<file path="config.mk">
export PLATFORM = sky130hd
export DESIGN_NAME = udp_tx
export DESIGN_NICKNAME = d
export VERILOG_FILES = /design/src/rtl/udp_tx.sv
export SDC_FILE = /design/constraint.sdc
export NUM_CORES = 1
export LEC_CHECK = 0
export BUFFER_PORTS_ARGS = -buffer_cell sky130_fd_sc_hd__buf_4
export CAP_MARGIN = 20
export CORE_MARGIN = 2
export CORE_UTILIZATION = 30
export DETAILED_ROUTE_END_ITERATION = 10
export PLACE_DENSITY_LB_ADDON = 0.08
export RECOVER_POWER = 25
export SYNTH_ARGS = -nofsm -noshare
export SYNTH_HDL_FRONTEND = slang
export SYNTH_SLANG_ARGS = --single-unit
</file>
<file path="constraint.sdc">
create_clock -name i_clk -period 2.8 [get_ports i_clk]
set_clock_uncertainty 0.05 [all_clocks]
set_input_delay 0.42 -clock i_clk [delete_from_list [all_inputs] [get_ports i_clk]]
set_output_delay 0.42 -clock i_clk [all_outputs]
set_load 0.1 [all_outputs]
</file>
<file path="src/rtl/udp_tx.sv">
`default_nettype none
// ============================================================================
// Module  : udp_tx
// Brief   : UDP transmit encapsulator. Prepends the 8-byte big-endian UDP
//           header to an AXI-Stream payload. Optional macro
//           UDP_TX_LEN_CHECK_EN adds a payload length check on o_len_err.
// Revision: 1.0 - initial release
// ============================================================================
module udp_tx #(
    parameter int AXI_DATA_WIDTH = 8
) (
    input  logic                      i_clk,
    input  logic                      i_reset_n,
    input  logic                      s_udp_hdr_tvalid,
    output logic                      s_udp_hdr_trdy,
    input  logic [15:0]               s_udp_src_port,
    input  logic [15:0]               s_udp_dst_port,
    input  logic [15:0]               s_udp_length,
    input  logic [15:0]               s_udp_hdr_checksum,
    input  logic [AXI_DATA_WIDTH-1:0] s_axis_tdata,
    input  logic                      s_axis_tvalid,
    input  logic                      s_axis_tlast,
    output logic                      s_axis_trdy,
    output logic [AXI_DATA_WIDTH-1:0] m_axis_tdata,
    output logic                      m_axis_tvalid,
    output logic                      m_axis_tlast,
    input  logic                      m_axis_trdy,
    output logic                      o_len_err
);

    typedef enum logic [1:0] {
        IDLE    = 2'd0,
        HDR     = 2'd1,
        PAYLOAD = 2'd2,
        LAST    = 2'd3
    } state_t;

    state_t                    state_q, state_d;
    logic [63:0]               hdr_q, hdr_d;
    logic [2:0]                idx_q, idx_d;
    logic [AXI_DATA_WIDTH-1:0] data_q, data_d;
    logic                      valid_q, valid_d;
    logic                      last_q, last_d;
    logic                      m_hs, s_hs, hdr_hs;

    // Byte i of the header, most significant byte first.
    function automatic logic [7:0] hdr_byte(input logic [63:0] h, input logic [2:0] i);
        logic [63:0] sh;
        sh = h << {i, 3'b000};
        return sh[63:56];
    endfunction

    assign s_udp_hdr_trdy = (state_q == IDLE);
    assign s_axis_trdy    = (state_q == PAYLOAD) && (!valid_q || m_axis_trdy);
    assign m_hs           = valid_q && m_axis_trdy;
    assign s_hs           = s_axis_tvalid && s_axis_trdy;
    assign hdr_hs         = s_udp_hdr_tvalid && s_udp_hdr_trdy;

    assign m_axis_tdata   = data_q;
    assign m_axis_tvalid  = valid_q;
    assign m_axis_tlast   = last_q;

    always_comb begin
        state_d = state_q;
        hdr_d   = hdr_q;
        idx_d   = idx_q;
        data_d  = data_q;
        valid_d = valid_q;
        last_d  = last_q;
        case (state_q)
            IDLE: begin
                if (hdr_hs) begin
                    hdr_d   = {s_udp_src_port, s_udp_dst_port, s_udp_length, s_udp_hdr_checksum};
                    idx_d   = 3'd0;
                    data_d  = s_udp_src_port[15:8];
                    valid_d = 1'b1;
                    last_d  = 1'b0;
                    state_d = HDR;
                end
            end
            HDR: begin
                // Leaving for PAYLOAD as byte 7 enters the register lets the
                // first payload byte follow it without a bubble.
                if (m_hs) begin
                    idx_d  = idx_q + 3'd1;
                    data_d = hdr_byte(hdr_q, idx_q + 3'd1);
                    if (idx_q == 3'd6) begin
                        state_d = PAYLOAD;
                    end
                end
            end
            PAYLOAD: begin
                if (m_hs) begin
                    valid_d = 1'b0;
                end
                if (s_hs) begin
                    data_d  = s_axis_tdata;
                    last_d  = s_axis_tlast;
                    valid_d = 1'b1;
                    if (s_axis_tlast) begin
                        state_d = LAST;
                    end
                end
            end
            LAST: begin
                if (m_hs) begin
                    valid_d = 1'b0;
                    last_d  = 1'b0;
                    state_d = IDLE;
                end
            end
            default: state_d = IDLE;
        endcase
    end

    always_ff @(posedge i_clk or negedge i_reset_n) begin
        if (!i_reset_n) begin
            state_q <= IDLE;
            hdr_q   <= '0;
            idx_q   <= '0;
            data_q  <= '0;
            valid_q <= 1'b0;
            last_q  <= 1'b0;
        end else begin
            state_q <= state_d;
            hdr_q   <= hdr_d;
            idx_q   <= idx_d;
            data_q  <= data_d;
            valid_q <= valid_d;
            last_q  <= last_d;
        end
    end

`ifdef UDP_TX_LEN_CHECK_EN
    logic [15:0] cnt_q, cnt_d;
    logic        len_err_q, len_err_d;

    always_comb begin
        cnt_d     = cnt_q;
        len_err_d = 1'b0;
        if (hdr_hs) begin
            cnt_d = '0;
        end else if (s_hs && (cnt_q != 16'hFFFF)) begin
            cnt_d = cnt_q + 16'd1;
        end
        // Compare in 17 bits so a saturated count cannot wrap into a match.
        if ((state_q == LAST) && m_hs &&
            (({1'b0, cnt_q} + 17'd8) != {1'b0, hdr_q[31:16]})) begin
            len_err_d = 1'b1;
        end
    end

    always_ff @(posedge i_clk or negedge i_reset_n) begin
        if (!i_reset_n) begin
            cnt_q     <= '0;
            len_err_q <= 1'b0;
        end else begin
            cnt_q     <= cnt_d;
            len_err_q <= len_err_d;
        end
    end

    assign o_len_err = len_err_q;
`else
    assign o_len_err = 1'b0;
`endif

endmodule
`default_nettype wire
</file>
==> results of run 1 <==
==> worst max-delay path, delay by kind of cell (launching register included) <==
kind | cells | cell delay [ns]
flops | 1 | 0.34
buf+inv | 1 | 0.35
mux | 1 | 0.17
compound gates | 1 | 0.25
simple gates | 1 | 0.17
fa+ha+maj | 1 | 0.30
xor+xnor | 1 | 0.54
==> metal layers <==
metal | track usage, % | part of all wire (%) | vias up
met5 | 0 | 0 | -
li1 | - | - | 1193
met4 | 5.95 | 1.4 | 0
met3 | 2.70 | 4.0 | 9
met1 | 19.9 | 47 | 1239
met2 | 22.6 | 47 | 64
==> cell usage in the layout, fill, tap and decap left out, drive strengths merged <==
cell / instances
nand2: 19
inv: 5
buf: 96
nand3: 18
nand4: 1
and2b: 1
dfrtp: 79
a22o: 3
bufinv: 1
nand3b: 1
nand2b: 1
a41oi: 8
a21oi: 3
o21ai: 7
ha: 6
xnor2: 1
mux2: 73
nor2b: 3
clkinv: 2
clkbuf: 14
mux2i: 2
xor2: 1
conb: 1
nor2: 11
mux4: 16
==> flip-flops by register name, summed over array words and instances, names as in the netlist <==
name           count
m_axis_tdata       8
idx_q              3
state_q            2
hdr_q             64
m_axis_tlast       1
m_axis_tvalid      1
==> synthesized netlist by cell type <==
cell | count | area share [%]
inv_1 | 5 | 0.50
a21oi_1 | 3 | 0.40
nand3b_1 | 1 | 0.20
clkbuf_2 | 1 | 0.13
ha_1 | 6 | 2.0
dfrtp_1 | 79 | 52
nand3_1 | 18 | 2.4
buf_6 | 1 | 0.30
a22o_1 | 3 | 0.70
nand4_1 | 1 | 0.17
buf_4 | 2 | 0.40
mux2_2 | 73 | 22
clkbuf_4 | 1 | 0.20
o21ai_0 | 7 | 0.93
clkbuf_1 | 8 | 0.79
nand2b_1 | 1 | 0.17
mux2i_1 | 2 | 0.53
nor2b_1 | 3 | 0.50
nor2_1 | 11 | 1.1
and2b_1 | 1 | 0.20
conb_1 | 1 | 0.099
a41oi_1 | 8 | 1.9
mux4_2 | 15 | 8.9
buf_2 | 3 | 0.40
xor2_1 | 1 | 0.23
nand2_1 | 19 | 1.9
xnor2_1 | 1 | 0.23
mux4_1 | 1 | 0.70
buf_1 | 1 | 0.099
==> stage by stage <==
| stage | cell area [um^2] | hold slack [ns] | setup WS (ns) | total power, mW | std cells |
|---|---|---|---|---|---|
| 6_report | 4960 | 0.265 | 0.564 | 6.32 | 545 |
| 5_1_grt | 4960 | 0.258 | 0.270 | 6.75 | 545 |
| 4_1_cts | 4960 | 0.0702 | 0.567 | 6.42 | 545 |
| 3_5_place_dp | 4650 | 0.431 | 0.567 | 5.20 | 529 |
| 3_3_place_gp | 4650 | 0.435 | 0.607 | 5.17 | 529 |
| 2_1_floorplan | 3780 | 0.0744 | 0.309 | 4.41 | 277 |
==> cell families (layout without fill, tap and decap cells) <==
family / Yosys count / in the layout
compound gates: 21 / 21
buf+inv: 22 / 118
other cells: 1 / 1
mux: 91 / 91
xor+xnor: 2 / 2
flops: 79 / 79
simple gates: 55 / 55
fa+ha+maj: 6 / 6
==> final cells by class <==
class,instances,area share (%)
Clock inverter,3,0.807
Clock buffer,13,5.45
Inverter,5,0.378
Tap cell,172,4.34
Sequential cell,79,39.8
Multi-Input combinational cell,176,34.3
Timing Repair Buffer,97,14.9
==> worst paths after layout <==
kind | start | end | slack, ns | cells past startpoint
setup / recovery | idx_q[0] | m_axis_tdata[7] | 0.56 | 6
hold / removal | s_udp_hdr_checksum[1] | hdr_q[1] | 0.27 | 2
setup reg to reg | idx_q[0] | m_axis_tdata[7] | 0.56 | 6
hold reg to reg | hdr_q[18] | hdr_q[18] | 0.45 | 1
max in group asynchronous | i_reset_n | hdr_q[50] | 1.53 | 2
min in group asynchronous | i_reset_n | m_axis_tvalid | 0.28 | 1
==> power by group <==
group          switching (mW)  internal [mW]  leakage, nW  total, mW
Sequential              0.317           1.73        0.940       2.05
Combinational            1.66           1.40         1.10       3.07
Clock                   0.443          0.761        0.156       1.20
Total                    2.42           3.90         2.19       6.32
==> impl_metrics.tcl, run 1 <==
set metrics [dict create \
    yosys.area_share.simple_pct 6.59 \
    cts_buffers 9 \
    n_antenna_cell 0 \
    htreeDepth 3 \
    multi_input_area_um2 1700 \
    drc 0 \
    rsz0062_at_grt "false" \
    post-route-min-period_ns 2.24 \
    grt_pass1_vias 2631 \
    wl_per_cell_um 16.5 \
    synth_fa_ha_area_share_pct 1.99 \
    syn_area_per_cell_um2 13.7 \
    drive_gt1_share_pct 54.2 \
    cts_tree "yes" \
    drt_pass1_iterations 5 \
    synth_cell_types 29 \
    routed_via_density 4.60 \
    ios 91 \
    gp_congestion 0.771 \
    arrival_ns 2.45 \
    post_cts_buffers 0 \
    hpwl_um 6480 \
    crit_slowest_cell "xor2_1" \
    ys_ff_latch 79 \
    postRouteAntennaNets 0 \
    tns_ns 0 \
    fillerInstances 1218 \
    syn_nets 361 \
    max_freq_mhz 447 \
    clock-root-buffer "clkbuf_16" \
    synth_xor_area_share_pct 0.463 \
    io_buffers 89 \
    seq_area_um2 1980 \
    period_share_pct 79.8 \
    hold_viol_final 0 \
    via_count 2505 \
    max_cap_violations 0 \
    crit_path_cell_trace "buf_4 > ha_1 > xor2_1 > nand3_1 > a41oi_1 > mux2_2" \
    ir_worst_vdd_uv 472 \
    grtUsageTotal_pct 14.5 \
    worstMarginPinSlew_ns 1.22 \
    crit_path_max_incr_delay_ns 0.54 \
    holdBufCountCts 0 \
    die_w_um 116 \
    grt_max_degree 65 \
    initial_core_util_pct 30.3 \
    wl_um 8990 \
    clock_sinks 79 \
    hp-class "primary input to flip-flop" \
    ctsLongestPathBuffers 2 \
    drtIter0Drc 61 \
    status "finished, final reports clean" \
    synthesis.area_um2 3780 \
    synth-compound-area-share_pct 3.87 \
    p_leak_nw 2.19 \
    cts_repair_resize_count 0 \
    yosysWarningCount 0 \
    synth_top_family_by_area "multiplexers" \
    grt_pass1_wl_um 14400 \
    finalSetupViolCount 0 \
    dieHeight_um 116 \
    p_per_area_nw_per_um2 1270 \
    antenna_found_initial 0 \
    slew_headroom_pct 18.3 \
    synthToLayoutAreaGrowth_pct 31.2 \
    crit_path_end_kind "flip-flop" \
    ys_seq_area_share_pct 52.3 \
    clk_pin_slew_worst_paths_ns 0.06 \
    grt-ovfl-total 0 \
    slew_violations 0 \
    die_area_um2 13500 \
    layout.nets 452 \
    fp-row-count 41 \
    critPathRequiredTime_ns 3.02 \
    critPathMaxFanout 20 \
    worst_setup_path_start_kind "flip-flop" \
    muxShareOfSynthArea_pct 31.9 \
    synthCells 277 \
    clk_latency_ns 0.33 \
    core_area_um2 12500 \
    post-route-util_pct 39.8 \
    crit_type "flip-flop to flip-flop" \
]
Power figures use the tool's default switching activity.
==> inputs of run 2 (changes only) <==
==> constraint.sdc (replaced) <==
create_clock -name i_clk -period 1.9 [get_ports i_clk]
set_clock_uncertainty 0.05 [all_clocks]
set_input_delay 0.285 -clock i_clk [delete_from_list [all_inputs] [get_ports i_clk]]
set_output_delay 0.285 -clock i_clk [all_outputs]
set_load 0.1 [all_outputs]
==> run 2 against run 1 <==
Against the previous run:
- hold slack got worse by 0.13 ns
- setup slack got worse by 0.58 ns
- largest power group unchanged
- the run now ends with setup timing left
- core utilization rose by 2.8 points
- cell count rose by 1.5%
==> impl_metrics.tcl, run 2 (synthesis gave the netlist of run 1 again) <==
set metrics [dict create \
    grt-ovfl-total 0 \
    final_common_cell "buf_4" \
    clk_latency_ns 0.33 \
    clk_pin_slew_worst_paths_ns 0.06 \
    clock_sinks 79 \
    power_mw 10.4 \
    hold_viol_final 0 \
    wl_um 9260 \
    violations "setup timing" \
    slew_violations 0 \
    postRouteAntennaNets 0 \
    gp_congestion 0.716 \
    synthToLayoutAreaGrowth_pct 40.4 \
    critPathRequiredTime_ns 2.06 \
    crit_type "flip-flop to flip-flop" \
    ios 91 \
    drc 0 \
    post-route-util_pct 42.6 \
    grt_pass1_wl_um 14700 \
    dieHeight_um 116 \
    crit_path_cell_trace "inv_2 > ha_4 > clkbuf_16 > mux4_2 > nand3_2 > a41oi_1 > mux2_4" \
    cts_buffers 9 \
    ctsLongestPathBuffers 2 \
    finalSetupViolCount 6 \
    n_antenna_cell 0 \
    htreeDepth 3 \
    grt_max_degree 52 \
    io_buffers 89 \
    crit_slowest_cell "dfrtp_1" \
    max_freq_mhz 523 \
    clock-root-buffer "clkbuf_16" \
    p_per_area_nw_per_um2 1950 \
    crit_path_end_kind "flip-flop" \
    largest-register "hdr_q" \
    hpwl_um 6650 \
    crit_buf_inv 2 \
    hp-class "primary input to flip-flop" \
    rsz0062_at_grt "true" \
    grtUsageTotal_pct 14.8 \
    core_area_um2 12500 \
    initial_core_util_pct 30.3 \
    crit_family "multiplexers" \
    status "complete, but fails checks" \
    fp-row-count 41 \
    die_w_um 116 \
    drive_gt1_share_pct 59.6 \
    period_share_pct 101 \
    p_leak_nw 2.31 \
    ir_worst_vdd_uv 597 \
    max_cap_violations 0 \
    drtIter0Drc 122 \
    arrival_ns 2.07 \
    wl_per_cell_um 16.8 \
    slew_headroom_pct 46.2 \
    final_cell_mix "buf_4 (95), dfrtp_1 (78), mux2_2 (70), nand2_1 (18), mux4_2 (15)" \
    largest_reg_flops 64 \
    setup_ws_ns -0.0127 \
    drt_pass1_iterations 4 \
    worst_setup_path_start_kind "flip-flop" \
    via_count 2599 \
    antenna_found_initial 0 \
    grt_pass1_vias 2691 \
    critPathMaxFanout 6 \
    die_area_um2 13500 \
    post-route-min-period_ns 1.91 \
    cts_tree "yes" \
    worstMarginPinSlew_ns 0.807 \
    routed_via_density 4.70 \
    layout.nets 461 \
    crit_path_max_incr_delay_ns 0.39 \
]
==> run 2: changes by cell type in the layout (fill, tap and decap cells not counted), sizes merged <==
| cell | change |
|---|---|
| dlygate4sd3 | +1 |
| bufinv | +2 |
| clkinv | -2 |
| buf | +7 |
==> run 2: what timing repair did <==
action / CTS / global route
buffers inserted: 3 / 0
endpoints found under the hold margin: 28 / 0
endpoints found under the setup margin: 9 / 9
pin swaps: 1 / 4
resized for setup: 4 / 17
gates cloned: 0 / 1
hold buffers: 1 / 0
==> run 2: path summary, 6_finish.rpt <==
kind | from | end | slack, ns | depth (start not counted)
worst min-delay path | s_udp_length[6] | hdr_q[22] | 0.13 | 2
max in group asynchronous | i_reset_n | m_axis_tdata[4] | 0.33 | 3
worst min register to register | hdr_q[18] | hdr_q[18] | 0.45 | 1
worst max register to register | idx_q[0] | m_axis_tdata[4] | -0.01 | 7
min in group asynchronous | i_reset_n | state_q[0] | 0.52 | 2
worst max-delay path | idx_q[0] | m_axis_tdata[4] | -0.01 | 7
==> run 2: report_power, final <==
group,internal [mW],switching [mW]
combinational,2.64,2.67
sequential,2.56,0.492
clock,1.35,0.648
total,6.54,3.82
==> run 2: through the flow <==
step	setup TNS [ns]	setup slack (ns)	std cells	instance area, um^2	hold slack, ns
floorplan	-0.670	-0.0914	277	3830	-0.0606
global placement	-0.368	-0.0625	533	4760	0.206
detailed placement	-0.385	-0.0729	533	4760	0.203
CTS	-0.00320	-0.00320	552	5190	0.121
global route	-0.554	-0.0778	553	5310	0.120
finish	-0.0470	-0.0127	553	5310	0.132
==> run 2: cell type report <==
type / count / area, um^2
timing repair buffer: 106 / 900
clock buffer: 12 / 256
clock inverter: 3 / 90.1
inverter: 5 / 18.8
sequential: 79 / 1980
multi-input combinational: 176 / 1850
fill: 1198 / 7160
tap: 172 / 215
==> run 2: per-layer routing <==
metal | global-route usage (%) | wire length, um | up-vias
li1 | - | - | 1217
met1 | 19.8 | 4180 | 1315
met3 | 2.65 | 336 | 9
met2 | 23.7 | 4610 | 58
met4 | 6.19 | 143 | 0
met5 | 0 | 0 | -
==> run 2: worst reg2reg max path: cells and delay by family, from the launching register on <==
family	cells	cell delay, ns
simple gates	1	0.08
fa+ha+maj	1	0.36
flops	1	0.39
mux	2	0.58
compound gates	1	0.11
buf+inv	2	0.23
==> inputs of run 3 (changes only) <==
==> constraint.sdc (replaced) <==
create_clock -name i_clk -period 1.9 [get_ports i_clk]
set_clock_uncertainty 0.05 [all_clocks]
set_input_delay 0.285 -clock i_clk [delete_from_list [all_inputs] [get_ports i_clk]]
set_output_delay 0.285 -clock i_clk [all_outputs]
set_load 0.01 [all_outputs]
==> run 3 against run 2 <==
Against the previous run:
- the flow still finishes with violations (setup timing)
- final area fell by 0.85%
- count of clock-buffer cells in the layout did not move
- total power fell by 11%
- clock power fell by 13%
- setup slack got worse by 0.0021 ns
- sequential share of layout area rose by 0.34 points
- sequential power barely moved
- sequential cell count did not move
- cell count rose by 0.36%
- first-iteration DRC count fell by 34%
- register-to-register slack barely moved
- largest power group unchanged
==> impl_metrics.tcl, run 3 (synthesis gave the netlist of run 1 again) <==
set metrics [dict create \
    status "complete, but fails checks" \
    violations "setup timing" \
    clk_pin_slew_worst_paths_ns 0.06 \
    crit_type "flip-flop to flip-flop" \
    final_common_cell "buf_4" \
    max_cap_violations 0 \
    p_int_mw 6.29 \
    finalSetupViolCount 1 \
    clk_latency_ns 0.33 \
    period_share_pct 101 \
    rsz0062_at_grt "true" \
    wl_um 9330 \
    synthToLayoutAreaGrowth_pct 39.2 \
    die_w_um 116 \
    initial_core_util_pct 30.3 \
    grt_pass1_wl_um 14700 \
    p_sw_share_pct 31.9 \
    n_antenna_cell 0 \
    whs_ns 0.130 \
    grt_max_degree 50 \
    max_freq_mhz 522 \
    via_count 2606 \
    io_buffers 89 \
    largest_reg_flops 64 \
    drive_gt1_share_pct 60.1 \
    ir_worst_vdd_uv 530 \
    grt_pass1_vias 2762 \
    clock_sinks 79 \
    drt_pass1_iterations 4 \
    hold_viol_final 0 \
    grtUsageTotal_pct 14.8 \
    postRouteAntennaNets 0 \
    critPathRequiredTime_ns 2.07 \
    fp-row-count 41 \
    final_cell_mix "buf_4 (97), dfrtp_1 (77), mux2_2 (69), nand2_1 (18), mux4_2 (16)" \
    worstMarginPinSlew_ns 0.685 \
    cts_tree "yes" \
    largest-register "hdr_q" \
    worst_setup_path_start_kind "flip-flop" \
    p_sw_mw 2.95 \
    post-route-util_pct 42.2 \
    clock-root-buffer "clkbuf_16" \
    p_per_area_nw_per_um2 1750 \
    p_leak_nw 2.28 \
    arrival_ns 2.08 \
    grt-ovfl-total 0 \
    crit_path_end_kind "flip-flop" \
    critPathMaxFanout 6 \
    post-route-min-period_ns 1.91 \
    multi_input_area_um2 1840 \
    drc 0 \
    cts_buffers 9 \
    die_area_um2 13500 \
    core_area_um2 12500 \
    setup_ws_ns -0.0148 \
    antenna_found_initial 0 \
    layout.nets 463 \
    drtIter0Drc 81 \
    seq_area_um2 1980 \
    dieHeight_um 116 \
    ios 91 \
    routed_via_density 4.70 \
    hp-class "primary input to flip-flop" \
    fillerInstances 1190 \
    ctsLongestPathBuffers 2 \
    pwr-share-seq_pct 32.9 \
    gp_congestion 0.727 \
    slew_violations 0 \
    htreeDepth 3 \
    hpwl_um 6790 \
    wl_per_cell_um 16.8 \
    slew_headroom_pct 54.3 \
    clkPwrFrac_pct 18.8 \
    power_frac_comb_pct 48.3 \
]
## run 3: cell types whose count changed in the layout (fill, tap and decap cells not counted), sizes merged
cell      change
bufinv        -2
clkinv        +1
buf           +2
clkinvlp      +1
## run 3: layer usage
metal / vias to the layer above / part of all wire [%] / global-route usage, %
met5: - / 0 / 0
met1: 1308 / 43 / 18.9
li1: 1216 / - / -
met3: 14 / 4.8 / 3.79
met4: 0 / 1.7 / 5.48
met2: 68 / 50 / 24.2
## run 3: path summary, 6_finish.rpt
check | slack (ns) | cells after the start | start | to
min in group asynchronous | 0.36 | 2 | i_reset_n | m_axis_tlast
worst min-delay path | 0.13 | 2 | s_udp_src_port[6] | hdr_q[54]
worst max-delay path | -0.01 | 7 | idx_q[0] | m_axis_tdata[4]
worst max register to register | -0.01 | 7 | idx_q[0] | m_axis_tdata[4]
worst min register to register | 0.45 | 1 | hdr_q[51] | hdr_q[51]
max in group asynchronous | 0.33 | 3 | i_reset_n | hdr_q[55]
## run 3: layout make-up
cell class / count / share of cell area (%)
flip-flops and latches: 79 / 37.6
multi-input cells: 176 / 35.0
repair buffers: 108 / 17.3
clock buffers: 12 / 4.87
well taps: 172 / 4.09
clock inverters: 3 / 0.808
inverters: 5 / 0.356
## run 3: what timing repair did
action | CTS | global route
pin swaps | 10 | 2
cloned | 1 | 0
resized for setup | 19 | 7
endpoints found under the setup margin | 8 | 8
hold endpoints to repair | 15 | 0
hold buffers | 1 | 0
setup buffers | 2 | 0
## run 3: per-stage QoR
step | instances | setup slack [ns] | power, mW | TNS, ns | area, um^2
final | 555 | -0.0148 | 9.24 | -0.0148 | 5270
after global routing | 555 | -0.0738 | 9.86 | -0.465 | 5270
after CTS | 555 | -0.0196 | 9.30 | -0.0651 | 5230
after detailed placement | 536 | -0.0736 | 7.17 | -0.447 | 4800
after global placement | 536 | -0.0283 | 7.12 | -0.0665 | 4800
after floorplan | 277 | -0.0910 | 5.71 | -0.636 | 3810
## run 3: power by group through the flow
| stage | clock [mW] | combinational [mW] | sequential [mW] |
|---|---|---|---|
| after floorplan | 0 | 2.79 | 2.92 |
| after global placement | 0 | 4.07 | 3.05 |
| after detailed placement | 0 | 4.10 | 3.07 |
| after CTS | 1.80 | 4.46 | 3.05 |
| after global routing | 1.88 | 4.82 | 3.16 |
| final | 1.74 | 4.46 | 3.04 |
## run 3: critical path, stage by stage, from the launching register on
cell     delay, ns
dfrtp_2       0.41
inv_2         0.06
ha_4          0.34
buf_12        0.14
mux4_2        0.35
nand3_2       0.10
a41oi_2       0.08
mux2_4        0.27
